## config.mk

```make
export PLATFORM = sky130hd
export DESIGN_NAME = glyph_sprite
export DESIGN_NICKNAME = d
export VERILOG_FILES = /design/src/rtl/glyph_sprite.sv
export SDC_FILE = /design/constraint.sdc
export NUM_CORES = 1
export LEC_CHECK = 0
export CORE_ASPECT_RATIO = 0.9
export CORE_MARGIN = 10
export CORE_UTILIZATION = 50
export CTS_CLUSTER_DIAMETER = 80
export DETAILED_ROUTE_END_ITERATION = 8
export PLACE_DENSITY = 0.73
export SKIP_CTS_REPAIR_TIMING = 1
export SYNTH_ARGS = -nofsm -noshare
export SYNTH_HDL_FRONTEND = slang
export SYNTH_SLANG_ARGS = --single-unit
```

## constraint.sdc

```tcl
create_clock -name clk -period 8.9 [get_ports clk]
set_input_delay 1.78 -clock clk [delete_from_list [all_inputs] [get_ports clk]]
set_output_delay 1.78 -clock clk [all_outputs]
set_load 0.01 [all_outputs]
```

## src/rtl/glyph_sprite.sv

```systemverilog
// Accidental-glyph sprite renderer: ROM bank, scaled placement, 2-cycle pixel pipe.
// Optional blinking is enabled by defining GLYPH_BLINK_EN.
module glyph_sprite #(
  parameter int GLYPH_W      = 10,
  parameter int GLYPH_H      = 16,
  parameter int NUM_GLYPHS   = 4,
  parameter int SCALE_LOG2   = 1,
  parameter int COORD_W      = 10,
  parameter int BLINK_FRAMES = 30
) (
  input  logic                          clk,
  input  logic                          reset,
  input  logic                          frame_start,
  input  logic                          upd_valid,
  output logic                          upd_ready,
  input  logic [$clog2(NUM_GLYPHS)-1:0] upd_glyph,
  input  logic [COORD_W-1:0]            upd_x,
  input  logic [COORD_W-1:0]            upd_y,
`ifdef GLYPH_BLINK_EN
  input  logic                          upd_blink,
`endif
  input  logic                          pix_req,
  input  logic [COORD_W-1:0]            hcount,
  input  logic [COORD_W-1:0]            vcount,
  output logic                          pix_valid,
  output logic                          pix_on
);

  localparam int GSEL_W = $clog2(NUM_GLYPHS);
  localparam int ROM_N  = NUM_GLYPHS * GLYPH_W * GLYPH_H;
  localparam int AW     = $clog2(ROM_N);
  localparam logic [COORD_W:0] BOX_W =
    (COORD_W+1)'(GLYPH_W << SCALE_LOG2);
  localparam logic [COORD_W:0] BOX_H =
    (COORD_W+1)'(GLYPH_H << SCALE_LOG2);

  function automatic logic glyph_px(int g, int r, int c);
    case (g)
      1: return (c == 3) || (c == 6)
             || (r == 4  && c >= 1 && c <= 8)
             || (r == 5  && c >= 2 && c <= 9)
             || (r == 10 && c <= 7)
             || (r == 11 && c >= 1 && c <= 8);
      2: return (c == 2)
             || (r >= 9 && r <= 15 && c >= 3 && c <= 7
                 && (r == 9 || r == 15 || c == 3 || c == 7));
      3: return (c == 2 && r <= 11)
             || (c == 7 && r >= 4)
             || ((r == 4 || r == 5 || r == 10 || r == 11)
                 && c >= 2 && c <= 7);
      default: return 1'b0;
    endcase
  endfunction

  function automatic logic [ROM_N-1:0] build_rom();
    logic [ROM_N-1:0] v;
    v = '0;
    for (int g = 0; g < NUM_GLYPHS; g++)
      for (int r = 0; r < GLYPH_H; r++)
        for (int c = 0; c < GLYPH_W; c++)
          v[AW'(g*GLYPH_W*GLYPH_H + r*GLYPH_W + c)] =
            glyph_px(g, r, c);
    return v;
  endfunction

  localparam logic [ROM_N-1:0] ROM = build_rom();

  logic [GSEL_W-1:0]  act_g_q, act_g_d, pnd_g_q, pnd_g_d;
  logic [COORD_W-1:0] act_x_q, act_x_d, pnd_x_q, pnd_x_d;
  logic [COORD_W-1:0] act_y_q, act_y_d, pnd_y_q, pnd_y_d;
  logic               pend_q, pend_d;
  logic               accept, commit, visible;

  assign upd_ready = !pend_q;
  assign accept    = upd_valid && !pend_q;
  assign commit    = frame_start && pend_q;

  always_comb begin
    act_g_d = act_g_q;
    act_x_d = act_x_q;
    act_y_d = act_y_q;
    pnd_g_d = pnd_g_q;
    pnd_x_d = pnd_x_q;
    pnd_y_d = pnd_y_q;
    pend_d  = pend_q;
    if (commit) begin
      act_g_d = pnd_g_q;
      act_x_d = pnd_x_q;
      act_y_d = pnd_y_q;
      pend_d  = 1'b0;
    end else if (accept) begin
      pnd_g_d = upd_glyph;
      pnd_x_d = upd_x;
      pnd_y_d = upd_y;
      pend_d  = 1'b1;
    end
  end

`ifdef GLYPH_BLINK_EN
  localparam int CW =
    (BLINK_FRAMES > 1) ? $clog2(BLINK_FRAMES) : 1;
  logic          act_b_q, act_b_d, pnd_b_q, pnd_b_d;
  logic          vis_q, vis_d;
  logic [CW-1:0] cnt_q, cnt_d;

  always_comb begin
    act_b_d = act_b_q;
    pnd_b_d = pnd_b_q;
    vis_d   = vis_q;
    cnt_d   = cnt_q;
    if (commit) act_b_d = pnd_b_q;
    else if (accept) pnd_b_d = upd_blink;
    // A fresh blink start always begins in the visible phase.
    if (commit && pnd_b_q && !act_b_q) begin
      cnt_d = '0;
      vis_d = 1'b1;
    end else if (!act_b_q) begin
      vis_d = 1'b1;
    end else if (frame_start) begin
      if (cnt_q == CW'(BLINK_FRAMES-1)) begin
        cnt_d = '0;
        vis_d = !vis_q;
      end else begin
        cnt_d = cnt_q + 1'b1;
      end
    end
  end

  always_ff @(posedge clk) begin
    if (reset) begin
      act_b_q <= 1'b0;
      pnd_b_q <= 1'b0;
      vis_q   <= 1'b1;
      cnt_q   <= '0;
    end else begin
      act_b_q <= act_b_d;
      pnd_b_q <= pnd_b_d;
      vis_q   <= vis_d;
      cnt_q   <= cnt_d;
    end
  end

  assign visible = !act_b_q || vis_q;
`else
  assign visible = 1'b1;
`endif

  logic [COORD_W:0] dx, dy, col, row;
  logic             glyph_ok;
  logic             in_box_d, in_box_q;
  logic             req1_q;
  logic [AW-1:0]    addr_d, addr_q;
  int unsigned      addr_lin;
  logic             on_d, on_q, valid_q;

  always_comb begin
    dx       = {1'b0, hcount} - {1'b0, act_x_q};
    dy       = {1'b0, vcount} - {1'b0, act_y_q};
    col      = dx >> SCALE_LOG2;
    row      = dy >> SCALE_LOG2;
    glyph_ok = (int'(act_g_q) < NUM_GLYPHS);
    in_box_d = pix_req && glyph_ok
            && !dx[COORD_W] && (dx < BOX_W)
            && !dy[COORD_W] && (dy < BOX_H);
    addr_lin = int'(act_g_q) * GLYPH_W * GLYPH_H
             + int'(row) * GLYPH_W + int'(col);
    addr_d   = in_box_d ? AW'(addr_lin) : '0;
    on_d     = req1_q && in_box_q && ROM[addr_q] && visible;
  end

  always_ff @(posedge clk) begin
    if (reset) begin
      act_g_q  <= '0;
      act_x_q  <= '0;
      act_y_q  <= '0;
      pnd_g_q  <= '0;
      pnd_x_q  <= '0;
      pnd_y_q  <= '0;
      pend_q   <= 1'b0;
      req1_q   <= 1'b0;
      in_box_q <= 1'b0;
      addr_q   <= '0;
      valid_q  <= 1'b0;
      on_q     <= 1'b0;
    end else begin
      act_g_q  <= act_g_d;
      act_x_q  <= act_x_d;
      act_y_q  <= act_y_d;
      pnd_g_q  <= pnd_g_d;
      pnd_x_q  <= pnd_x_d;
      pnd_y_q  <= pnd_y_d;
      pend_q   <= pend_d;
      req1_q   <= pix_req;
      in_box_q <= in_box_d;
      addr_q   <= addr_d;
      valid_q  <= req1_q;
      on_q     <= on_d;
    end
  end

  assign pix_valid = valid_q;
  assign pix_on    = on_q;

endmodule

```

# Yosys cells after proc, flatten, opt, wreduce, memory -nomap -nowiden
# Memories as Yosys holds them, arrays and structs flattened. A register that Yosys moved wholly into a read port is not among the register bits.
# Index checks and enable logic that the tools add are counted.
[op_classes] add_sub_neg=4 order_cmp=3 n_reduce_logical=14 n_mul=2 muxes=2 n_bitwise=2
[op_table] cell="$sub 10x10->11" n=2
[op_table] cell="$add 10x10->10" n=2
[op_table] cell="$lt 10x11->1 const B" n=1
[op_table] cell="$lt 11x5->1 const B" n=1
[op_table] cell="$lt 11x6->1 const B" n=1
[op_table] cell="$mul 10x3->9 const B" n=1
[op_table] cell="$mux 10" n=1
[op_table] cell="$logic_and 1x1->1" n=8
[op_table] cell="$mul 2x3->5 const B" n=1
[op_table] cell="$reduce_or 2->1" n=2
[op_table] cell="$logic_not 1->1" n=3
[op_table] cell="$not 1->1" n=2
[op_table] cell="$reduce_and 2->1" n=1
[op_table] cell="$mux 1" n=1
[word_totals] regBits=59 memories=1 mem_bits_ro=1024
[memory_table] name="(name not given)" words=1024 word_bits=1 read_ports=1 rd_ports_with_merged_regs=1 write_ports=0 line_no="168" text="on_d = req1_q && in_box_q && ROM[addr_q] && visible;"

# Longest topological paths before layout
[depth] depth_word=9 ltp_mapped=24 mapped_depth_nobuf=24

# Worst setup path before layout
# No wires, ideal clock.
[synth_path] path_type="input port to flip-flop" from="in vcount[2]" to="reg (tool-made name)" n_path_buf=0 cell_stages=20 arrival_ps=6433 setup_ps=122 setup_slack_ps=2344 path_cell_list="ha_1 -> a21oi_1 -> o21ai_0 -> or4b_2 -> nand4_1 -> ha_1 -> inv_1 -> fa_1 -> xor2_1 -> fa_1 -> inv_1 -> ha_1 -> inv_1 -> a211oi_1 -> or4b_2 -> nand3_1 -> nand2_1 -> or4_1 -> o221ai_1 -> nor4b_2"
[synth_lines] element="start: declaration" line_no="24" text="input logic [COORD_W-1:0] vcount,"

==> flow_metrics.env <==
export IMPL_num_rows=31
export IMPL_cp_startpoint="vcount[2]"
export IMPL_die_h_um=107.2
export IMPL_start_kind="input pin"
export IMPL_synth_compound_area_share_pct=22.42
export IMPL_ys_ff_latch=50
export IMPL_coreArea_mm2=0.008145
export IMPL_critical_path_class="input pin to register"
export IMPL_via_count=3940
export IMPL_final_nets=687
export IMPL_worstSkewPairLatency_ps=300
export IMPL_rsz0062_at_grt="false"
export IMPL_ant_nets=0
export IMPL_grt_overflow=0
export IMPL_cts_root_buf="clkbuf_8"
export IMPL_synth_top_family_by_area="simple AND/OR/NAND/NOR gates"
export IMPL_end_kind="register"
export IMPL_drtIter0Drc=255
export IMPL_finalSetupViolCount=0
export IMPL_async_flop_share_pct=0
export IMPL_grt_max_degree=48
export IMPL_syn_to_final_growth_pct=15.43
export IMPL_report_final_slew_viol_count=0
export IMPL_relSlewSlack_pct=26.62
export IMPL_synthAdderAreaFrac_pct=16.23
export IMPL_syn_avg_cell_area_um2=7.584
export IMPL_numCtsBuffers=5
export IMPL_htreeDepth=2
export IMPL_routedWlPerCell_um=14.87
export IMPL_n_antenna_cell=0
export IMPL_synthCells=557
export IMPL_drive_gt1_share_pct=4.569
export IMPL_netSwitchingPower_mw=0.5290
export IMPL_maxCapViolCount=0
export IMPL_place_hpwl_um=8030
export IMPL_clock_sinks=50
export IMPL_status="complete, no violations"
export IMPL_yosysUniqueCellTypes=68
export IMPL_yosysMostFrequentCell="nand2_1"
export IMPL_synth_commonest_cells="108 x nand2_1, 70 x a21oi_1, 50 x dfxtp_1, 46 x inv_1, 42 x ha_1"
export IMPL_leakage_nw=1.885
export IMPL_min_period_ps=7361
export IMPL_synth_edf_count=0
export IMPL_tightest_slew_ps=1100
export IMPL_hold_class="register to register"
export IMPL_switching_share_pct=45.05
export IMPL_yosysSeqAreaShare_pct=23.70
export IMPL_cp_top_family="adder cells"
export IMPL_cpPeakStageDelay_ps=640
export IMPL_cts_buffer_depth=2
export IMPL_die_width_um=116.9
export IMPL_synthMuxAreaShare_pct=0.5036
export IMPL_ir_drop_mv=0.1214
export IMPL_p_seq_share_pct=20.1
export IMPL_synth_ff_type="dfxtp_1"
export IMPL_finalInstanceArea_mm2=0.004876
export IMPL_layout_cells_non_filler=690
export IMPL_cp_arrival_ps=7590
export IMPL_synthXorXnorAreaFrac_pct=6.635
export IMPL_wl_um=10260
export IMPL_synth_top_area_share_pct=23.70
export IMPL_worstHoldStart="pnd_y_q[9]"
export IMPL_io_buffers=49
export IMPL_slowest_stage="or4b_2"
export IMPL_antenna_found_initial=0
export IMPL_combPwrFrac_pct=66.0
export IMPL_internal_power_mw=0.6451
export IMPL_grt_pass1_wl_um=17140
export IMPL_pwr_share_clk_pct=13.9
export IMPL_skew_ps=12.05
export IMPL_ios=50
export IMPL_track_usage_pct=16.25
export IMPL_drcViolationCount=0
export IMPL_critical_path_buf_inv_count=4
export IMPL_post_route_util_pct=59.86
export IMPL_fin_tns_setup_ps=0
export IMPL_power_mw=1.174
export IMPL_synth_area_leaders="dfxtp_1 24%, ha_1 12%, nand2_1 9.6%"
export IMPL_synth_simple_gate_area_share_pct=24.02
export IMPL_yosysWarnings=0
export IMPL_dp_slack_ps=1308
export IMPL_grt_pass1_vias=3802
export IMPL_crit_fanout=13
export IMPL_hold_violations=0
export IMPL_syn_num_nets=654
export IMPL_power_density_mw_per_mm2=240.8
export IMPL_worst_hold_slack_ps=451.6
export IMPL_cts_tree="built"
export IMPL_cp_required_ps=9130
export IMPL_start_util_pct=51.86
export IMPL_fin_crit_sh_pct=82.70
export IMPL_rr_startpoint="act_y_q[2]"
export IMPL_worstPathCellList="clkdlybuf4s50_1, ha_1, a21oi_1, o21ai_0, or4b_2, nand4_1, ha_1, inv_1, fa_1, fa_1, inv_1, ha_1, inv_1, nor3_1, nor2_1, o32ai_1, o31ai_1, a31oi_1, o221ai_1, nor4b_2"
export IMPL_max_freq_mhz=135.9
export IMPL_viasPerCell=5.710
export IMPL_dp_cells=682
export IMPL_dr_pass1_iters=5
export IMPL_setup_ws_ps=1539
export IMPL_die_area_mm2=0.01253
export IMPL_syn_area_mm2=0.004224
export IMPL_gp_congestion=0.9753
export IMPL_yosysTopAreaCell="dfxtp_1"
export IMPL_placed_area_mm2=0.004763
export IMPL_cts_clk_slew_worst_paths_ps=100
power groups by stage:
stage	sequential, mW	clock [mW]	combinational [mW]
4_1_cts	0.236	0.165	0.759
6_report	0.236	0.163	0.775
3_3_place_gp	0.241	0	0.735
2_1_floorplan	0.240	0	0.599
5_1_grt	0.237	0.175	0.854
3_5_place_dp	0.241	0	0.756
registers in the layout, indices dropped and copies added, names as in the netlist, 2 cells and up, named ones only:
register  cells
act_y_q      10
pnd_y_q      10
pnd_g_q       2
pnd_x_q      10
act_x_q      10
act_g_q       2
placed cells by master, fill, tap and decap left out, types with 4 or more instances in the layout:
cell type / count
nor2_1: 18
nor4_1: 5
a21o_1: 6
o21ai_0: 15
inv_1: 46
nor2b_1: 9
nand4_1: 4
nand2b_1: 5
fa_1: 8
clkdlybuf4s50_1: 49
nor3_1: 11
o31ai_1: 4
a211oi_1: 8
clkbuf_8: 5
ha_1: 42
a31oi_1: 9
o41ai_1: 4
and2_1: 4
xor2_1: 10
nand3b_1: 4
nand2_1: 108
a21oi_1: 70
xnor2_1: 15
dfxtp_1: 50
nand3_1: 9
a2111oi_0: 4
o211ai_1: 4
cell families (layout without fill, tap and decap cells):
kind of cell	Yosys count	in the layout
AND/OR/NAND/NOR	205	205
buffers and inverters	73	107
multiplexers	2	2
flip-flops	50	50
adder cells (fa/ha/maj)	50	50
AO/OA/AOI/OAI	149	149
XOR/XNOR	28	28
layout make-up:
cell class              instances  area, um^2
repair buffers                 52       513.0
inverters                      47       176.4
flip-flops and latches         50        1001
multi-input cells             434        2949
fillers                       773        3269
clock buffers                   5       68.82
clock inverters                 3       43.79
well taps                      99       123.9
tightest hold or removal path, stage by stage, from the launching register on:
cell and delay (ps):
dfxtp_1 320, nand2_1 50, a21oi_1 50
path summary, 6_finish.rpt:
| check | to | slack, ps | cells past startpoint |
|---|---|---|---|
| hold / removal | act_y_q[9] | 450 | 2 |
| setup / recovery | register | 1540 | 20 |
| setup reg to reg | register | 3050 | 20 |
| hold reg to reg | act_y_q[9] | 450 | 2 |
per-layer routing:
metal	wire length, um	vias to the layer above	part of all wire (%)	GRT usage [%]
met3	554	25	5.4	3.456
met5	0	-	0	0
met1	4689	1781	46	20.43
li1	-	2021	-	-
met2	4807	113	47	27.26
met4	207	0	2.0	4.586
(Power assumes the default switching activity.)
